### config.mk
export PLATFORM = sky130hd
export DESIGN_NAME = collision_probe
export DESIGN_NICKNAME = d
export VERILOG_FILES = /design/src/rtl/level_pkg.sv /design/src/rtl/probe_addr_gen.sv /design/src/rtl/collision_probe.sv
export SDC_FILE = /design/constraint.sdc
export NUM_CORES = 1
export LEC_CHECK = 0
export ABC_AREA = 1
export CORE_MARGIN = 1
export CORE_UTILIZATION = 49
export CTS_BUF_LIST = sky130_fd_sc_hd__clkbuf_8
export DETAILED_ROUTE_END_ITERATION = 10
export GPL_TIMING_DRIVEN = 0
export PLACE_DENSITY = 0.7
export SLEW_MARGIN = 20
export SYNTH_ARGS = -nofsm -noshare
export SYNTH_HDL_FRONTEND = slang
export SYNTH_SLANG_ARGS = --single-unit
### constraint.sdc
create_clock -name clk -period 3.5 [get_ports clk]
set_input_delay 0.35 -clock clk [delete_from_list [all_inputs] [get_ports clk]]
set_output_delay 0.35 -clock clk [all_outputs]
set_load 0.05 [all_outputs]
### src/rtl/level_pkg.sv
// level_pkg: shared definitions for the level tile map and the collision probe.
//   - Tile-map geometry: ROW_MAX, COL_MAX, LEFT, TOP, TILE_SHIFT
//   - probe_idx_e: identifies which hitbox/feet point is being queried
//   - state_e: collision probe FSM states
//   - sext6: sign-extends a 6-bit step to 11 bits
//   - next_probe: probe walking order
// Configuration macro: PROBE_MID_EN inserts the left-mid/right-mid probes after BR.
package level_pkg;

  localparam int ROW_MAX    = 14;
  localparam int COL_MAX    = 19;
  localparam int LEFT       = 144;
  localparam int TOP        = 35;
  localparam int TILE_SHIFT = 5;

  typedef enum logic [2:0] {
    P_TL = 3'd0,
    P_TR = 3'd1,
    P_BL = 3'd2,
    P_BR = 3'd3,
    P_FL = 3'd4,
    P_FR = 3'd5,
    P_ML = 3'd6,
    P_MR = 3'd7
  } probe_idx_e;

  typedef enum logic [1:0] {
    IDLE  = 2'd0,
    PROBE = 2'd1,
    DONE  = 2'd2
  } state_e;

  function automatic logic [10:0] sext6(input logic [5:0] v);
    return {{5{v[5]}}, v};
  endfunction

  // Walking order: corners, optional mid probes, then the two feet. FR is always last.
  function automatic probe_idx_e next_probe(input probe_idx_e p);
    probe_idx_e n;
    n = P_FR;
    case (p)
      P_TL: n = P_TR;
      P_TR: n = P_BL;
      P_BL: n = P_BR;
`ifdef PROBE_MID_EN
      P_BR: n = P_ML;
      P_ML: n = P_MR;
      P_MR: n = P_FL;
`else
      P_BR: n = P_FL;
`endif
      P_FL: n = P_FR;
      default: n = P_FR;
    endcase
    return n;
  endfunction

endpackage

### src/rtl/probe_addr_gen.sv
// probe_addr_gen: combinational probe coordinate generator.
// Ports:
//   idx            probe index (which corner / mid / foot point)
//   nx, ny         latched proposed top-left, 11-bit signed
//   px, py         latched current top-left, unsigned screen pixels
//   probe_x/_y     11-bit probe coordinate (bit10 set = negative)
//   neg_x, neg_y   per-axis negative flags
//   neg            either axis negative
module probe_addr_gen
  import level_pkg::*;
#(
  parameter int W = 32,
  parameter int H = 32
) (
  input  probe_idx_e  idx,
  input  logic [10:0] nx,
  input  logic [10:0] ny,
  input  logic [9:0]  px,
  input  logic [9:0]  py,
  output logic [10:0] probe_x,
  output logic [10:0] probe_y,
  output logic        neg_x,
  output logic        neg_y,
  output logic        neg
);

  localparam logic [10:0] W_M1   = 11'(W - 1);
  localparam logic [10:0] H_M1   = 11'(H - 1);
  localparam logic [10:0] H_FULL = 11'(H);
  localparam logic [10:0] H_HALF = 11'(H >> 1);

  // Select base point and offset for the requested probe.
  always_comb begin
    probe_x = nx;
    probe_y = ny;
    case (idx)
      P_TL: begin probe_x = nx;                 probe_y = ny;                   end
      P_TR: begin probe_x = nx + W_M1;          probe_y = ny;                   end
      P_BL: begin probe_x = nx;                 probe_y = ny + H_M1;            end
      P_BR: begin probe_x = nx + W_M1;          probe_y = ny + H_M1;            end
      P_FL: begin probe_x = {1'b0, px};         probe_y = {1'b0, py} + H_FULL;  end
      P_FR: begin probe_x = {1'b0, px} + W_M1;  probe_y = {1'b0, py} + H_FULL;  end
      P_ML: begin probe_x = nx;                 probe_y = ny + H_HALF;          end
      P_MR: begin probe_x = nx + W_M1;          probe_y = ny + H_HALF;          end
      default: begin probe_x = nx;              probe_y = ny;                   end
    endcase
  end

  assign neg_x = probe_x[10];
  assign neg_y = probe_y[10];
  assign neg   = neg_x | neg_y;

endmodule

### src/rtl/collision_probe.sv
// collision_probe: walks the hitbox corners of a proposed move plus two feet
// probes against the level's combinational collision port, one query per cycle.
// Ports:
//   clk, rst_n        clock, asynchronous active-low reset
//   start             request pulse, only honoured in IDLE
//   px, py, dx, dy    current position and signed proposed step (latched at start)
//   q_x, q_y, q_data  registered query address / level response (1 = solid/off-map)
//   busy, done        probing in progress / one-cycle completion pulse
//   hit, blocked      proposed-box corner hits {BR,BL,TR,TL} and their OR
//   on_ground         solid under the current feet
// Configuration macro: PROBE_MID_EN adds left-mid/right-mid probes (8 probes, done at N+9).
module collision_probe
  import level_pkg::*;
#(
  parameter int W = 32,
  parameter int H = 32
) (
  input  logic       clk,
  input  logic       rst_n,
  input  logic       start,
  input  logic [9:0] px,
  input  logic [9:0] py,
  input  logic [5:0] dx,
  input  logic [5:0] dy,
  output logic [9:0] q_x,
  output logic [9:0] q_y,
  input  logic       q_data,
  output logic       busy,
  output logic       done,
  output logic [3:0] hit,
  output logic       on_ground,
  output logic       blocked
);

  state_e      state_r, state_s;
  probe_idx_e  k_r, gen_idx_s;
  logic [10:0] nx_r, ny_r, gen_nx_s, gen_ny_s, gen_x_s, gen_y_s;
  logic [9:0]  px_r, py_r, gen_px_s, gen_py_s;
  logic        gen_neg_x_s, gen_neg_y_s, gen_neg_s;
  logic        q_neg_r, last_s, sample_s;
  logic [7:0]  shadow_r, sh_next_s;
  logic [3:0]  hit_s;

  // Address generator inputs: in IDLE the first probe is computed from the live
  // ports so q_x/q_y are valid the cycle after start; otherwise the next probe.
  always_comb begin
    gen_idx_s = P_TL;
    gen_nx_s  = nx_r;
    gen_ny_s  = ny_r;
    gen_px_s  = px_r;
    gen_py_s  = py_r;
    if (state_r == IDLE) begin
      gen_idx_s = P_TL;
      gen_nx_s  = {1'b0, px} + sext6(dx);
      gen_ny_s  = {1'b0, py} + sext6(dy);
      gen_px_s  = px;
      gen_py_s  = py;
    end else begin
      gen_idx_s = next_probe(k_r);
    end
  end

  probe_addr_gen #(.W(W), .H(H)) u_addr (
    .idx     (gen_idx_s),
    .nx      (gen_nx_s),
    .ny      (gen_ny_s),
    .px      (gen_px_s),
    .py      (gen_py_s),
    .probe_x (gen_x_s),
    .probe_y (gen_y_s),
    .neg_x   (gen_neg_x_s),
    .neg_y   (gen_neg_y_s),
    .neg     (gen_neg_s)
  );

  // Next-state logic and shadow/hit combination.
  always_comb begin
    state_s   = state_r;
    last_s    = (k_r == P_FR);
    // A negative probe was clamped to 0 on the port, so its response is meaningless.
    sample_s  = q_data | q_neg_r;
    sh_next_s = shadow_r;
    sh_next_s[k_r] = sample_s;
`ifdef PROBE_MID_EN
    hit_s = {sh_next_s[3] | sh_next_s[7], sh_next_s[2] | sh_next_s[6],
             sh_next_s[1] | sh_next_s[7], sh_next_s[0] | sh_next_s[6]};
`else
    hit_s = sh_next_s[3:0];
`endif
    case (state_r)
      IDLE: begin
        if (start) state_s = PROBE;
        else       state_s = IDLE;
      end
      PROBE: begin
        if (last_s) state_s = DONE;
        else        state_s = PROBE;
      end
      DONE:    state_s = IDLE;
      default: state_s = IDLE;
    endcase
  end

  // FSM state register.
  always_ff @(posedge clk or negedge rst_n) begin
    if (!rst_n) state_r <= IDLE;
    else        state_r <= state_s;
  end

  // Datapath: latches, query address, shadow accumulator and result outputs.
  always_ff @(posedge clk or negedge rst_n) begin
    if (!rst_n) begin
      nx_r      <= 11'd0;
      ny_r      <= 11'd0;
      px_r      <= 10'd0;
      py_r      <= 10'd0;
      k_r       <= P_TL;
      q_neg_r   <= 1'b0;
      shadow_r  <= 8'd0;
      q_x       <= 10'd0;
      q_y       <= 10'd0;
      busy      <= 1'b0;
      done      <= 1'b0;
      hit       <= 4'd0;
      on_ground <= 1'b0;
      blocked   <= 1'b0;
    end else begin
      case (state_r)
        IDLE: begin
          if (start) begin
            nx_r     <= gen_nx_s;
            ny_r     <= gen_ny_s;
            px_r     <= px;
            py_r     <= py;
            k_r      <= P_TL;
            shadow_r <= 8'd0;
            q_x      <= gen_neg_x_s ? 10'd0 : gen_x_s[9:0];
            q_y      <= gen_neg_y_s ? 10'd0 : gen_y_s[9:0];
            q_neg_r  <= gen_neg_s;
            busy     <= 1'b1;
          end else begin
            busy <= 1'b0;
          end
        end
        PROBE: begin
          shadow_r <= sh_next_s;
          if (last_s) begin
            hit       <= hit_s;
            blocked   <= |hit_s;
            on_ground <= sh_next_s[P_FL] | sh_next_s[P_FR];
            done      <= 1'b1;
          end else begin
            k_r     <= gen_idx_s;
            q_x     <= gen_neg_x_s ? 10'd0 : gen_x_s[9:0];
            q_y     <= gen_neg_y_s ? 10'd0 : gen_y_s[9:0];
            q_neg_r <= gen_neg_s;
          end
        end
        DONE: begin
          done <= 1'b0;
          busy <= 1'b0;
        end
        default: begin
          done <= 1'b0;
          busy <= 1'b0;
        end
      endcase
    end
  end

endmodule

# [Word-level counts from Yosys, hierarchy flattened]
# Cells that the tools add are included.
[totals] reg_bits=84 input_bits=36 elab_cells=94 output_inout_bits=28
[classes] eq_ne=15 n_addsub=7 mux=34 n_lt_le_gt_ge=2 reduce_logical=17 bitwise_logic=4
[ops] cell="$pmux W11 S4" n=2
[ops] cell="$mux W10" n=8
[ops] cell="$pmux W10 S2" n=2
[ops] cell="$add A11 B5 Y11 const B" n=3
[ops] cell="$add A10 B11 Y11" n=2
[ops] cell="$mux W11" n=2
[ops] cell="$pmux W8 S2" n=1
[ops] cell="$eq A3 B3 Y1 const B" n=5
[ops] cell="$eq A3 B2 Y1 const B" n=4
[ops] cell="$pmux W3 S4" n=1
[ops] cell="$add A10 B5 Y11 const B" n=1
[ops] cell="$add A10 B6 Y11 const B" n=1
[ops] cell="$mux W3" n=3
[ops] cell="$bwmux W8" n=1
[ops] cell="$mux W8" n=1
[ops] cell="$reduce_and A2 Y1" n=4
[ops] cell="$reduce_or A2 Y1" n=4
[ops] cell="$eq A3 B1 Y1 const B" n=2
[ops] cell="$logic_not A3 Y1" n=2
[ops] cell="$mux W1" n=6
[ops] cell="$ne A2 B2 Y1 const B" n=3
[ops] cell="$pmux W1 S2" n=3
[ops] cell="$pmux W3 S2" n=1
[ops] cell="$reduce_or A3 Y1" n=2
[ops] cell="other kinds (13)" n=15

# [Logic depth before layout (Yosys ltp)]
[depth] word_depth=9 depth_mapped=22

# [Cells and area by module]
# From an unflattened synthesis, not the netlist that was laid out.
[hier_totals] hier_cells=891 hier_area_um2=5960.7
[by_module_without_submodules] module="collision_probe" n_inst=1 cells_per_inst=660 area_per_inst_um2=4822.1
[by_module_without_submodules] module="probe_addr_gen" n_inst=1 cells_per_inst=231 area_per_inst_um2=1138.6

# [Worst setup path before layout]
# OpenSTA, ideal clock, no wires.
[synth_timing] kind="input to register" start="in py[0]" end="reg q_y[6]" path_buffers=1 arrival_time_ns=2.462 t_required_ns=3.382 cell_stages=22 setup_time_ns=0.118 path_slack_ns=0.921 cell_sequence="ha_1 inv_1 fa_1 inv_1 nand3_1 nand2_1 xor2_1 nand2_1 nand2_1 inv_1 ha_1 nand2_2 nand2_2 nand2_1 nor2_1 nand3_1 nand3_1 nand2_1 nand2_1 buf_6 nand3b_1 nand2_1"
[synth_between] elab_chain_len=7 elab_cells_between_ends=11
[synth_rtl] element="from (decl)" line="collision_probe.sv:22" text="input logic [9:0] py,"
[synth_rtl] element="$add A10 B11 Y11 (*)" line="collision_probe.sv:55" text="gen_ny_s = {1'b0, py} + sext6(dy);"
[synth_rtl] element="$mux W11 (*)" line="collision_probe.sv:52" text="if (state_r == IDLE) begin"
[synth_rtl] element="named net gen_ny_s[4]" line="collision_probe.sv:37" text="logic [10:0] nx_r, ny_r, gen_nx_s, gen_ny_s, gen_x_s, gen_y_s;"
[synth_rtl] element="$add A11 B5 Y11, on equally long branches"
[synth_rtl] element="$pmux W11 S4 (*)" line="probe_addr_gen.sv:36" text="case (idx)"
[synth_rtl] element="$mux W10 (*)" line="collision_probe.sv:138, collision_probe.sv:155"
[synth_rtl] element="$mux W10, on equally long branches" line="collision_probe.sv:147, collision_probe.sv:130"
[synth_rtl] element="$pmux W10 S2 (*)" line="collision_probe.sv:128" text="case (state_r)"
[synth_rtl] element="to (signal assigned)" line="collision_probe.sv:138" text="q_y <= gen_neg_y_s ? 10'd0 : gen_y_s[9:0];"
[synth_rtl] element="to (signal assigned)" line="collision_probe.sv:155" text="q_y <= gen_neg_y_s ? 10'd0 : gen_y_s[9:0];"
[synth_rtl] element="to (decl)" line="collision_probe.sv:26" text="output logic [9:0] q_y,"
# The timed path passes the listed nets; every way through them passes the cells marked *. The select of a mux whose other input is x is not followed.
# A chain may end at the register's enable or synchronous reset.

# [Final worst setup path]
[layout_timing] start="in py[0]" end="reg q_y[0]"
# The elaborated chain is that of the path after synthesis.

==> flow_summary.yaml <==
sta:
  finalHoldViolations: 0
  rsz0062_at_grt: "false"
  fin_crit_sh: 0.902
  maxSlewViolCount: 0
  fmax_mhz: 317
  skew_ns: 0.0113
  holdWs_ns: 0.430
  slew_headroom: 0.516
  min_period_ns: 3.16
  setup_viol: 0
  worstMarginPinSlew_ns: 0.727
  final.setup.worst_slack_ns: 0.342
logic_synthesis:
  syn_area_per_cell_um2: 6.97
  syn_inst: 839
  ys_seq_area_frac: 0.351
  synth-seq-cells: 82
  ys_async_sr_fraction: 1.00
  synth_most_common_cell: "nand2_1"
  synthTopCellsByCount: "nand2_1 (261), inv_1 (117), dfrtp_1 (82), o21ai_0 (77), nand3_1 (62)"
  netlist_area_mm2: 0.00585
  synth_edf_count: 0
  synth_top_area_frac: 0.351
  synth.distinct_cells: 49
  ys_warn_count: 0
  synth_flop_cell: "dfrtp_1"
  syn-num-nets: 902
  synthTopCellsByArea: "dfrtp_1 (35%), nand2_1 (17%), inv_1 (7.5%)"
  synth_top_area_cell: "dfrtp_1"
critical_path:
  cp_cell_sequence: "clkdlybuf4s50_1 -> ha_1 -> inv_1 -> fa_1 -> inv_1 -> nand3_1 -> nand2_1 -> xor2_1 -> nand2_1 -> nand2_1 -> inv_1 -> ha_1 -> nand2_2 -> nand2_2 -> nand2_1 -> nor2_1 -> nand3_1 -> nand3_1 -> nand2_1 -> nand2_1 -> buf_6 -> nand3_1 -> nand2_1"
  cp.buffers_inverters: 5
  path_class: "input port to register"
  endpoint_kind: "register"
  cp_top_family: "simple AND/OR/NAND/NOR gates"
  path_max_fanout: 10
  required_ns: 3.75
  worst_path_largest_cell_delay_ns: 0.48
  worstSetupStartpointType: "input port"
  r2r-start: "state_r[1]$_DFF_PN0_"
  critPathMostFrequentCell: "nand2_1"
  crit_start: "py[0]"
  cp_slowest_cell: "clkdlybuf4s50_1"
  arrival_ns: 3.41
global_routing:
  grt-ovfl-total: 0
  grt_max_degree: 60
  grt_util_met1: 0.371
  grt_pass1_vias: 5342
  grt_pass1_wl_mm: 26.0
  grtUsageMet2: 0.415
  grt_use_total: 0.264
  top_usage_layer: "met2"
  gr-usage-met3: 0.0262
  antenna_found_initial: 0
clocking:
  htreeDepth: 3
  max-clock-path-buffers: 2
  cts_tree: "yes"
  cts.sinks: 82
  cts_resized: 0
  clk_latency_ns: 0.37
  cts.clk_slew.worst_paths_ns: 0.08
  cts_buffers: 9
  cts_root_buffer: "clkbuf_8"
power:
  powerDensity_mw_per_mm2: 995
  leakage_nw: 3.53
  irDropWorstVdd_uv: 294
route:
  drtAntennaViolNets: 0
  dr.pass1.iters: 8
  wl_mm: 15.7
  vias_per_cell: 5.43
  route.detailed.drc: 9
  vias: 5769
  drt_iter0_markers: 432
  wl_per_cell_um: 14.8
outcome:
  violations: "design-rule violations"
  run_status: "finished, violations left"
floorplanning:
  die_w_um: 111
  io_pins: 64
  die_area_mm2: 0.0124
  row_count: 39
  die_h_um: 111
  core_area_mm2: 0.0115
  start_util: 0.508
final_layout:
  fin_util: 0.598
  antenna_cells: 0
  synthToLayoutAreaGrowth_pct: 17.6
  drive_gt1_frac: 0.0925
  final_nets: 978
  design_area_mm2: 0.00688
place:
  portBuffers: 63
  dp_hpwl_mm: 12.1
  dp_worst_setup_slack_ns: -0.00740
  placed_area_mm2: 0.00669
  gp_congestion: 0.926
min_path:
  hp-class: "input port to async pin"
flow_run:
  drv_cap: 0
-- where the power goes --
group          switching [mW]  internal [mW]
clock network           0.335          0.338
logic                    3.04           1.51
registers               0.246           1.37
-- worst reg2reg max path, cell delays in order (launching register included) --
cell and delay, ns:
dfrtp_1 0.48, nor2_8 0.30, buf_6 0.20, buf_6 0.17
buf_6 0.17, nand3_1 0.11, o21ai_1 0.26, inv_1 0.12
ha_1 0.23, nand2_2 0.08, nand2_2 0.06, nand2_1 0.09
nor2_1 0.05, nand3_1 0.08, nand3_1 0.09, nand2_1 0.07
nand2_1 0.07, buf_6 0.14, nand3_1 0.08, nand2_1 0.06
-- cell families after synthesis --
group	after synthesis	synth area share
compound gates	158	0.155
xor+xnor	4	0.00599
fa+ha+maj	27	0.0603
buf+inv	151	0.107
flops	82	0.351
mux	2	0.00342
simple gates	415	0.318
-- worst paths after layout --
kind | slack, ns | end | cells past startpoint
max reg2reg | 0.48 | q_y[0]$_DFFE_PN0P_ | 19
min in group clk | 0.48 | py_r[7]$_DFFE_PN0P_ | 2
min reg2reg | 0.48 | py_r[7]$_DFFE_PN0P_ | 2
min | 0.43 | nx_r[4]$_DFFE_PN0P_ | 2
max | 0.34 | q_y[0]$_DFFE_PN0P_ | 23
max in group asynchronous | 2.48 | ny_r[8]$_DFFE_PN0P_ | 3
-- stage by stage --
step	instances	total power, mW	TNS (ns)
final	1062	6.84	0
after global routing	1062	7.42	0
after CTS	1062	6.81	0
after detailed placement	1046	6.12	-0.0114
after global placement	1045	6.00	-66.72
after floorplan	839	4.92	0
-- layout by cell type (no fill, tap or decap), drive strengths merged, types with 2 or more instances in the layout --
master	count
o21bai	3
a21o	2
nor3	4
a21boi	2
a22oi	4
ha	25
fa	2
o211ai	5
and2	2
xnor2	2
clkinv	3
nand3b	4
o22ai	9
a21oi	30
or2	7
nand3	67
o221ai	4
nor2	53
clkdlybuf4s50	62
mux2i	2
dfrtp	82
clkbuf	20
xor2	2
inv	131
buf	13
o21ai	94
nand2	274
nand4	4
-- final cells by class --
cell class | instances | area [um^2]
Fill cell | 1100 | 4630
Multi-Input combinational cell | 606 | 3180
Sequential cell | 82 | 2050
Timing Repair Buffer | 65 | 666
Inverter | 130 | 493
Tap cell | 143 | 179
Clock buffer | 10 | 138
Buffer | 21 | 131
Clock inverter | 5 | 47.5
-- timing repair --
item / 4_1_cts / 5_1_grt
hold buffers: 1 / 0
buffers inserted: 0 / 0
hold endpoints to repair: 23 / 0
-- sequential cells by signal (all words and copies together), names as in the netlist, 2 cells and up --
register	count
hit	4
k_r	3
px_r	10
nx_r	11
q_x	10
ny_r	11
py_r	10
shadow_r	6
state_r	2
q_y	10
-- per-layer routing --
metal  part of all wire  wire (um)
met1               0.47       7450
met2               0.44       6920
met3              0.057        892
met4              0.028        443
met5                  0          0
(Power assumes the default switching activity.)
